==> src/rtl/emap_row_sequencer.sv <==
// Sequencer for the 8-lane P-vector gather: slices row descriptors into address windows,
// credits the output FIFO and keeps vector writes out of rows in flight. Option: EMAP_WR_PREEMPT_EN.
module emap_row_sequencer #(
    parameter int COLS       = 20,
    parameter int ELEMS      = 8,
    parameter int ELEM_W     = 32,
    parameter int COL_W      = 32,
    parameter int MULT_W     = 32,
    parameter int ADDR_W     = 11,
    parameter int GATHER_LAT = 2,
    parameter int FIFO_DEPTH = 4
) (
    input  logic                    clk,
    input  logic                    rst_n,
    input  logic                    desc_valid,
    output logic                    desc_ready,
    input  logic [COLS*COL_W-1:0]   desc_col_nos,
    input  logic [MULT_W-1:0]       desc_multiples,
    output logic [ELEMS*COL_W-1:0]  g_addr,
    output logic                    g_issue,
    input  logic [ELEMS*ELEM_W-1:0] g_data,
    output logic                    row_valid,
    input  logic                    row_ready,
    output logic [ELEMS*ELEM_W-1:0] row_data,
    output logic                    row_last,
    input  logic                    wr_valid,
    output logic                    wr_ready,
    input  logic [ADDR_W-1:0]       wr_addr,
    input  logic [ELEMS*ELEM_W-1:0] wr_data,
    output logic                    g_wr_en,
    output logic [ADDR_W-1:0]       g_wr_addr,
    output logic [ELEMS*ELEM_W-1:0] g_wr_data,
    output logic                    busy
);
    // state   | meaning
    // S_IDLE  | waiting for a descriptor; writes may be granted
    // S_ISSUE | issuing one window per cycle while FIFO credits allow
    // S_DRAIN | all steps issued; waiting for gathers still in flight
    localparam int MAX_STEPS = (COLS + ELEMS - 1) / ELEMS;
    localparam int NPAD      = MAX_STEPS * ELEMS;
    localparam int STEP_W    = $clog2(MAX_STEPS + 1);
    localparam int PTR_W     = (FIFO_DEPTH > 1) ? $clog2(FIFO_DEPTH) : 1;
    localparam int CNT_W     = $clog2(FIFO_DEPTH + 1);
    localparam int INF_W     = $clog2(GATHER_LAT + 1);
    localparam logic [COL_W-1:0] INVALID_COL = COL_W'(32'h00FF_FFFF);

    typedef enum logic [1:0] { S_IDLE, S_ISSUE, S_DRAIN } state_t;

    state_t                    state_q, state_d;
    logic [STEP_W-1:0]         k_q, k_d, steps_q, steps_d;
    logic [COL_W-1:0]          cols_q [COLS];
    logic [COL_W-1:0]          cols_d [COLS];
    logic [COL_W-1:0]          win_list [NPAD];
    logic                      rdy_q;
    logic [GATHER_LAT-1:0]     pv_q, pv_d, pl_q, pl_d;
    logic [ELEMS*ELEM_W-1:0]   fdata_q [FIFO_DEPTH];
    logic [FIFO_DEPTH-1:0]     flast_q;
    logic [PTR_W-1:0]          wptr_q, wptr_d, rptr_q, rptr_d;
    logic [CNT_W-1:0]          count_q, count_d;
    logic [INF_W-1:0]          inflight;
    logic                      wr_grant, issue_last, push, pop, credit;

    function automatic logic [PTR_W-1:0] ptr_inc(input logic [PTR_W-1:0] p);
        return (p == PTR_W'(FIFO_DEPTH - 1)) ? '0 : p + PTR_W'(1);
    endfunction

    always_comb begin
        inflight = '0;
        for (int i = 0; i < GATHER_LAT; i++) inflight = inflight + INF_W'(pv_q[i]);
    end

    assign push      = pv_q[GATHER_LAT-1];
    assign row_valid = (count_q != '0);
    assign pop       = row_valid && row_ready;
    assign row_data  = row_valid ? fdata_q[rptr_q] : '0;
    assign row_last  = row_valid && flast_q[rptr_q];
    // Credits count gathers already launched, so a push always finds room.
    assign credit    = (32'(count_q) + 32'(inflight)) < 32'(FIFO_DEPTH);
    assign busy      = (state_q != S_IDLE) || (inflight != '0);
    assign g_wr_en   = wr_grant;
    assign g_wr_addr = wr_addr;
    assign g_wr_data = wr_data;

    always_comb begin
        state_d    = state_q;
        k_d        = k_q;
        steps_d    = steps_q;
        cols_d     = cols_q;
        wr_ready   = 1'b0;
        desc_ready = 1'b0;
        g_issue    = 1'b0;
        issue_last = 1'b0;
        if (rdy_q && inflight == '0) begin
            if (state_q == S_IDLE) wr_ready = 1'b1;
`ifdef EMAP_WR_PREEMPT_EN
            if (state_q == S_ISSUE) wr_ready = 1'b1;
`endif
        end
        wr_grant = wr_valid && wr_ready;
        case (state_q)
            S_IDLE: begin
                desc_ready = rdy_q && !wr_grant;
                if (desc_valid && desc_ready) begin
                    for (int e = 0; e < COLS; e++)
                        cols_d[e] = desc_col_nos[(COLS-1-e)*COL_W +: COL_W];
                    if (desc_multiples == '0)
                        steps_d = STEP_W'(1);
                    else if (desc_multiples > MULT_W'(MAX_STEPS))
                        steps_d = STEP_W'(MAX_STEPS);
                    else
                        steps_d = STEP_W'(desc_multiples);
                    k_d     = '0;
                    state_d = S_ISSUE;
                end
            end
            S_ISSUE: begin
                if (credit && !wr_grant) begin
                    g_issue    = 1'b1;
                    issue_last = (k_q == steps_q - STEP_W'(1));
                    if (issue_last) state_d = S_DRAIN;
                    else            k_d     = k_q + STEP_W'(1);
                end
            end
            S_DRAIN: begin
                if (inflight == '0) state_d = S_IDLE;
            end
            default: state_d = S_IDLE;
        endcase
    end

    // Entries past the end of the list read as the invalid code.
    always_comb begin
        for (int e = 0; e < NPAD; e++) win_list[e] = INVALID_COL;
        for (int e = 0; e < COLS; e++) win_list[e] = cols_q[e];
    end

    always_comb begin
        g_addr = {ELEMS{INVALID_COL}};
        if (state_q == S_ISSUE) begin
            for (int s = 0; s < MAX_STEPS; s++) begin
                if (k_q == STEP_W'(s)) begin
                    for (int j = 0; j < ELEMS; j++)
                        g_addr[j*COL_W +: COL_W] = win_list[s*ELEMS + ELEMS-1-j];
                end
            end
        end
    end

    always_comb begin
        pv_d    = pv_q;
        pl_d    = pl_q;
        pv_d[0] = g_issue;
        pl_d[0] = issue_last;
        for (int i = 1; i < GATHER_LAT; i++) begin
            pv_d[i] = pv_q[i-1];
            pl_d[i] = pl_q[i-1];
        end
    end

    always_comb begin
        wptr_d  = push ? ptr_inc(wptr_q) : wptr_q;
        rptr_d  = pop ? ptr_inc(rptr_q) : rptr_q;
        count_d = count_q;
        if (push && !pop)      count_d = count_q + CNT_W'(1);
        else if (pop && !push) count_d = count_q - CNT_W'(1);
    end

    always_ff @(posedge clk or negedge rst_n) begin
        if (!rst_n) begin
            state_q <= S_IDLE;
            k_q     <= '0;
            steps_q <= '0;
            rdy_q   <= 1'b0;
            pv_q    <= '0;
            pl_q    <= '0;
            wptr_q  <= '0;
            rptr_q  <= '0;
            count_q <= '0;
            flast_q <= '0;
            for (int e = 0; e < COLS; e++) cols_q[e] <= INVALID_COL;
            for (int i = 0; i < FIFO_DEPTH; i++) fdata_q[i] <= '0;
        end else begin
            state_q <= state_d;
            k_q     <= k_d;
            steps_q <= steps_d;
            rdy_q   <= 1'b1;
            pv_q    <= pv_d;
            pl_q    <= pl_d;
            wptr_q  <= wptr_d;
            rptr_q  <= rptr_d;
            count_q <= count_d;
            cols_q  <= cols_d;
            if (push) begin
                fdata_q[wptr_q] <= g_data;
                flast_q[wptr_q] <= pl_q[GATHER_LAT-1];
            end
        end
    end
endmodule

==> config.mk <==
export PLATFORM = sky130hd
export DESIGN_NAME = emap_row_sequencer
export DESIGN_NICKNAME = d
export VERILOG_FILES = /design/src/rtl/emap_row_sequencer.sv
export SDC_FILE = /design/constraint.sdc
export NUM_CORES = 2
export LEC_CHECK = 0
export ABC_CLOCK_PERIOD_IN_PS = 2610
export BUFFER_PORTS_ARGS = -buffer_cell sky130_fd_sc_hd__buf_2
export CAP_MARGIN = 20
export CORE_AREA = 2 2 782 784
export DETAILED_ROUTE_END_ITERATION = 10
export DIE_AREA = 0 0 784 786
export PLACE_DENSITY_LB_ADDON = 0.2
export REMOVE_ABC_BUFFERS = 1
export SKIP_LAST_GASP = 1
export SYNTH_ARGS = -nofsm -noshare
export SYNTH_HDL_FRONTEND = slang
export SYNTH_SLANG_ARGS = --single-unit
==> constraint.sdc <==
create_clock -name clk -period 2.61 [get_ports clk]
set_clock_uncertainty 0.15 [all_clocks]
set_input_delay 0.522 -clock clk [delete_from_list [all_inputs] [get_ports clk]]
set_output_delay 0.522 -clock clk [all_outputs]
set_load 0.02 [all_outputs]
==> flow_summary.yaml <==
status:
  status: "finished, violations left"
  violations: "negative setup slack"
detailed_routing:
  ant_nets: 0
  firstDrtPassIters: 8
  drc_errors: 0
  vias_per_cell: 3.81
  vias: 67500
  drt_iter0_drc: 5279
  wl_per_cell_um: 30.8
  drt-total-wl_um: 545000
hold_path:
  min_to: "cols_q[470]"
  worstHoldStart: "desc_col_nos[470]"
  hold_depth: 4
  hold_path_class: "primary input to flip-flop"
yosys:
  synth_edf_count: 0
  seq_area_frac_synth_pct: 54.0
  yosys_warnings: 0
  synthArstFlopShare_pct: 100
  syn_area_um2: 79200
  synth-main-ff-cell: "dfrtp_1"
  avgSynthCellArea_um2: 11.4
  ys_types: 36
  synth-seq-cells: 1686
  netlist_instances: 6939
clock_network:
  path_clk_slew_ns: 0.06
  cts_buffers: 224
  cts_tree: "yes"
  clk_path_buf_depth: 4
  clock-root-buffer: "clkbuf_16"
  cts_num_sinks: 1686
  htree_levels: 4
  clock_latency_ns: 0.90
placed_design:
  place_inst: 16200
  gp_congestion: 0.817
  dp_hpwl_um: 403000
  pre_cts_ws_ns: -0.572
  portBuffers: 1451
floorplanning:
  num_io_pins: 1986
  coreArea_um2: 609000
  fp.dieArea_um2: 616000
  die_h_um: 786
  die_w_um: 784
  fp-row-count: 287
  start_util_pct: 13.0
critical_path:
  setup.worst_path.class: "flip-flop to primary output"
  crit_path_start_kind: "flip-flop"
  reg2reg_from: "pv_q[0]"
  path_delay_family: "buffers and inverters"
  crit_path_cell_trace: "buf_6, ha_4, buf_12, buf_16, clkbuf_16, nor2_1, a221oi_1, a21oi_1, nand2_1, buf_2"
  worstPathMaxFanout: 8
  rrSetupSlack_ns: 0.21
  critPathSlowestCell: "dfrtp_2"
  r2r-end: "cols_q[527]"
  end_kind: "primary output"
  crit_required_ns: 1.94
  max_stage_delay_ns: 0.40
  cp.arrival_ns: 2.98
  rr_worst_depth: 9
  path_buf_inv: 5
run:
  drv_cap: 0
power:
  seq_power_share_pct: 29.9
  vdd_ir_drop_max_uv: 793
  internal-power_mw: 99.7
  pwr_density_cell_nw_per_um2: 1380
  p_sw_mw: 66.1
  switching_share_pct: 39.9
  finalPower_mw: 166
  leakage_nw: 51.1
  p_clk_share_pct: 19.8
  combinationalPowerShare_pct: 50.2
sta:
  relSlewSlack_pct: 51.7
  slew_viol_final: 0
  max_slew.worst_pin.slew_ns: 0.725
  max_freq_mhz: 274
  hold_viol: 0
  rsz0062_at_grt: "true"
  min_period_over_period_pct: 140
  finalSetupViolCount: 519
  period_needed_ns: 3.66
  hold_slack_ns: 0.172
  worst_slack_ns: -1.05
finish:
  area_growth_pct: 51.5
  drive_gt1_share_pct: 46.6
  final_util_pct: 19.7
  nNetsFinal: 10600
  fillers: 66900
  instances_no_fill: 17700
global_route:
  antenna_found_initial: 125
  grt_pass1_vias: 66800
  grt_max_degree: 87
  grt_pass1_wl_um: 684000
  grt_usage_pct: 16.6
  grt_overflow: 0
## stage by stage
stage                     area (um2)  TNS [ns]
final                         120000   -462.21
after global routing          120000   -559.51
after CTS                     116000   -575.15
after detailed placement       97600    -55.73
after global placement         97600    -57.74
after floorplan                74800         -
## cell families after synthesis
group | after synthesis | synth area share (%)
AOI/OAI and AO/OA | 484 | 3.54
xor gates and xnor gates | 4 | 0.0443
adders and majority gates | 13 | 0.215
buffers and inverters | 855 | 5.98
DFF | 1686 | 54.0
muxes | 1290 | 22.0
other | 1 | 0.00474
and+or+nand+nor | 2606 | 14.2
## power groups by stage
stage	Combinational, mW	Clock, mW	Sequential (mW)
after global routing	88.7	35.0	51.1
after CTS	76.6	34.1	49.5
final	83.3	32.9	49.6
after detailed placement	71.5	0	49.8
after global placement	71.2	0	49.8
after floorplan	36.5	0	46.6
## placed cells by master (no fill, tap or decap), types with 152 or more instances in the layout
cell type,count
nand2_1,1883
buf_2,1295
dfrtp_1,1203
mux2_2,1030
dlygate4sd3_1,917
dfstp_2,480
buf_4,363
clkbuf_16,267
mux4_2,257
and2_1,228
a21oi_1,155
buf_12,152
## state kept, by name, summed over array words and instances, names as in the netlist
register	count
fdata_q	1024
flast_q	4
pl_q	2
cols_q	640
count_q	3
steps_q	2
pv_q	2
rptr_q	2
wptr_q	2
k_q	2
state_q	2
rdy_q	1
## what timing repair did
| item | CTS | global route |
|---|---|---|
| hold buffers | 917 | 0 |
| gates resized for setup | 211 | 597 |
| endpoints found under the setup margin | 520 | 523 |
| gates cloned | 20 | 53 |
| setup buffers | 13 | 53 |
| pin swaps | 17 | 119 |
| endpoints found under the hold margin | 2515 | 0 |
## synthesized netlist by cell type (4+ instances only)
master,count,area [um2]
buf_1,32,120
and2_1,260,1630
nor2b_1,101,632
mux2_2,1030,11600
mux4_2,257,5790
buf_4,268,2010
o21ai_0,194,971
nor2_1,195,732
ha_1,12,150
buf_2,265,1330
nand3b_1,29,218
a21oi_1,189,946
nor4_1,7,43.8
nor3_1,4,20.0
nor3b_1,98,736
a221oi_1,99,867
clkbuf_1,161,604
inv_1,104,390
nand2_1,1895,7110
buf_6,25,282
dfstp_2,480,12600
nand2b_1,5,31.3
dfrtp_1,1206,30200
## routing by layer
metal | part of all wire, % | vias to the layer above | global-route usage, % | routed length [um]
met5 | 1.4 | - | 9.97 | 7710
met4 | 3.4 | 124 | 4.36 | 18300
met3 | 16 | 807 | 13.1 | 89900
met2 | 41 | 4027 | 24.0 | 225000
met1 | 37 | 34500 | 18.0 | 204000
li1 | - | 28100 | - | -
## how the worst max path moves through the flow
stage	startpoint	endpoint	slack, ns	depth (start not counted)
2_1_floorplan	pv_q[1]	steps_q[0]	-11.83	6
6_report	k_q[0]	g_addr[177]	-1.05	10
3_5_place_dp	k_q[0]	g_addr[22]	-0.57	9
3_3_place_gp	k_q[0]	g_addr[22]	-0.58	9
5_1_grt	rptr_q[0]	row_data[247]	-1.18	6
4_1_cts	k_q[0]	g_addr[164]	-1.24	11
## worst min-delay path, cell delays in order
cell and delay, ns:
dlygate4sd3_1 0.51, buf_2 0.09, nand2_1 0.04, nand2_1 0.05
## area by class of cell
| cell class | instances | area, um2 | share of cell area (%) |
|---|---|---|---|
| clock buffer | 348 | 6850 | 5.71 |
| antenna | 67 | 168 | 0.140 |
| clock inverter | 70 | 898 | 0.749 |
| multi-input combinational | 4398 | 33400 | 27.8 |
| tap | 8092 | 10100 | 8.44 |
| inverter | 104 | 390 | 0.325 |
| timing repair buffer | 2950 | 25400 | 21.1 |
| sequential | 1686 | 42800 | 35.7 |
(Power assumes the default switching activity.)
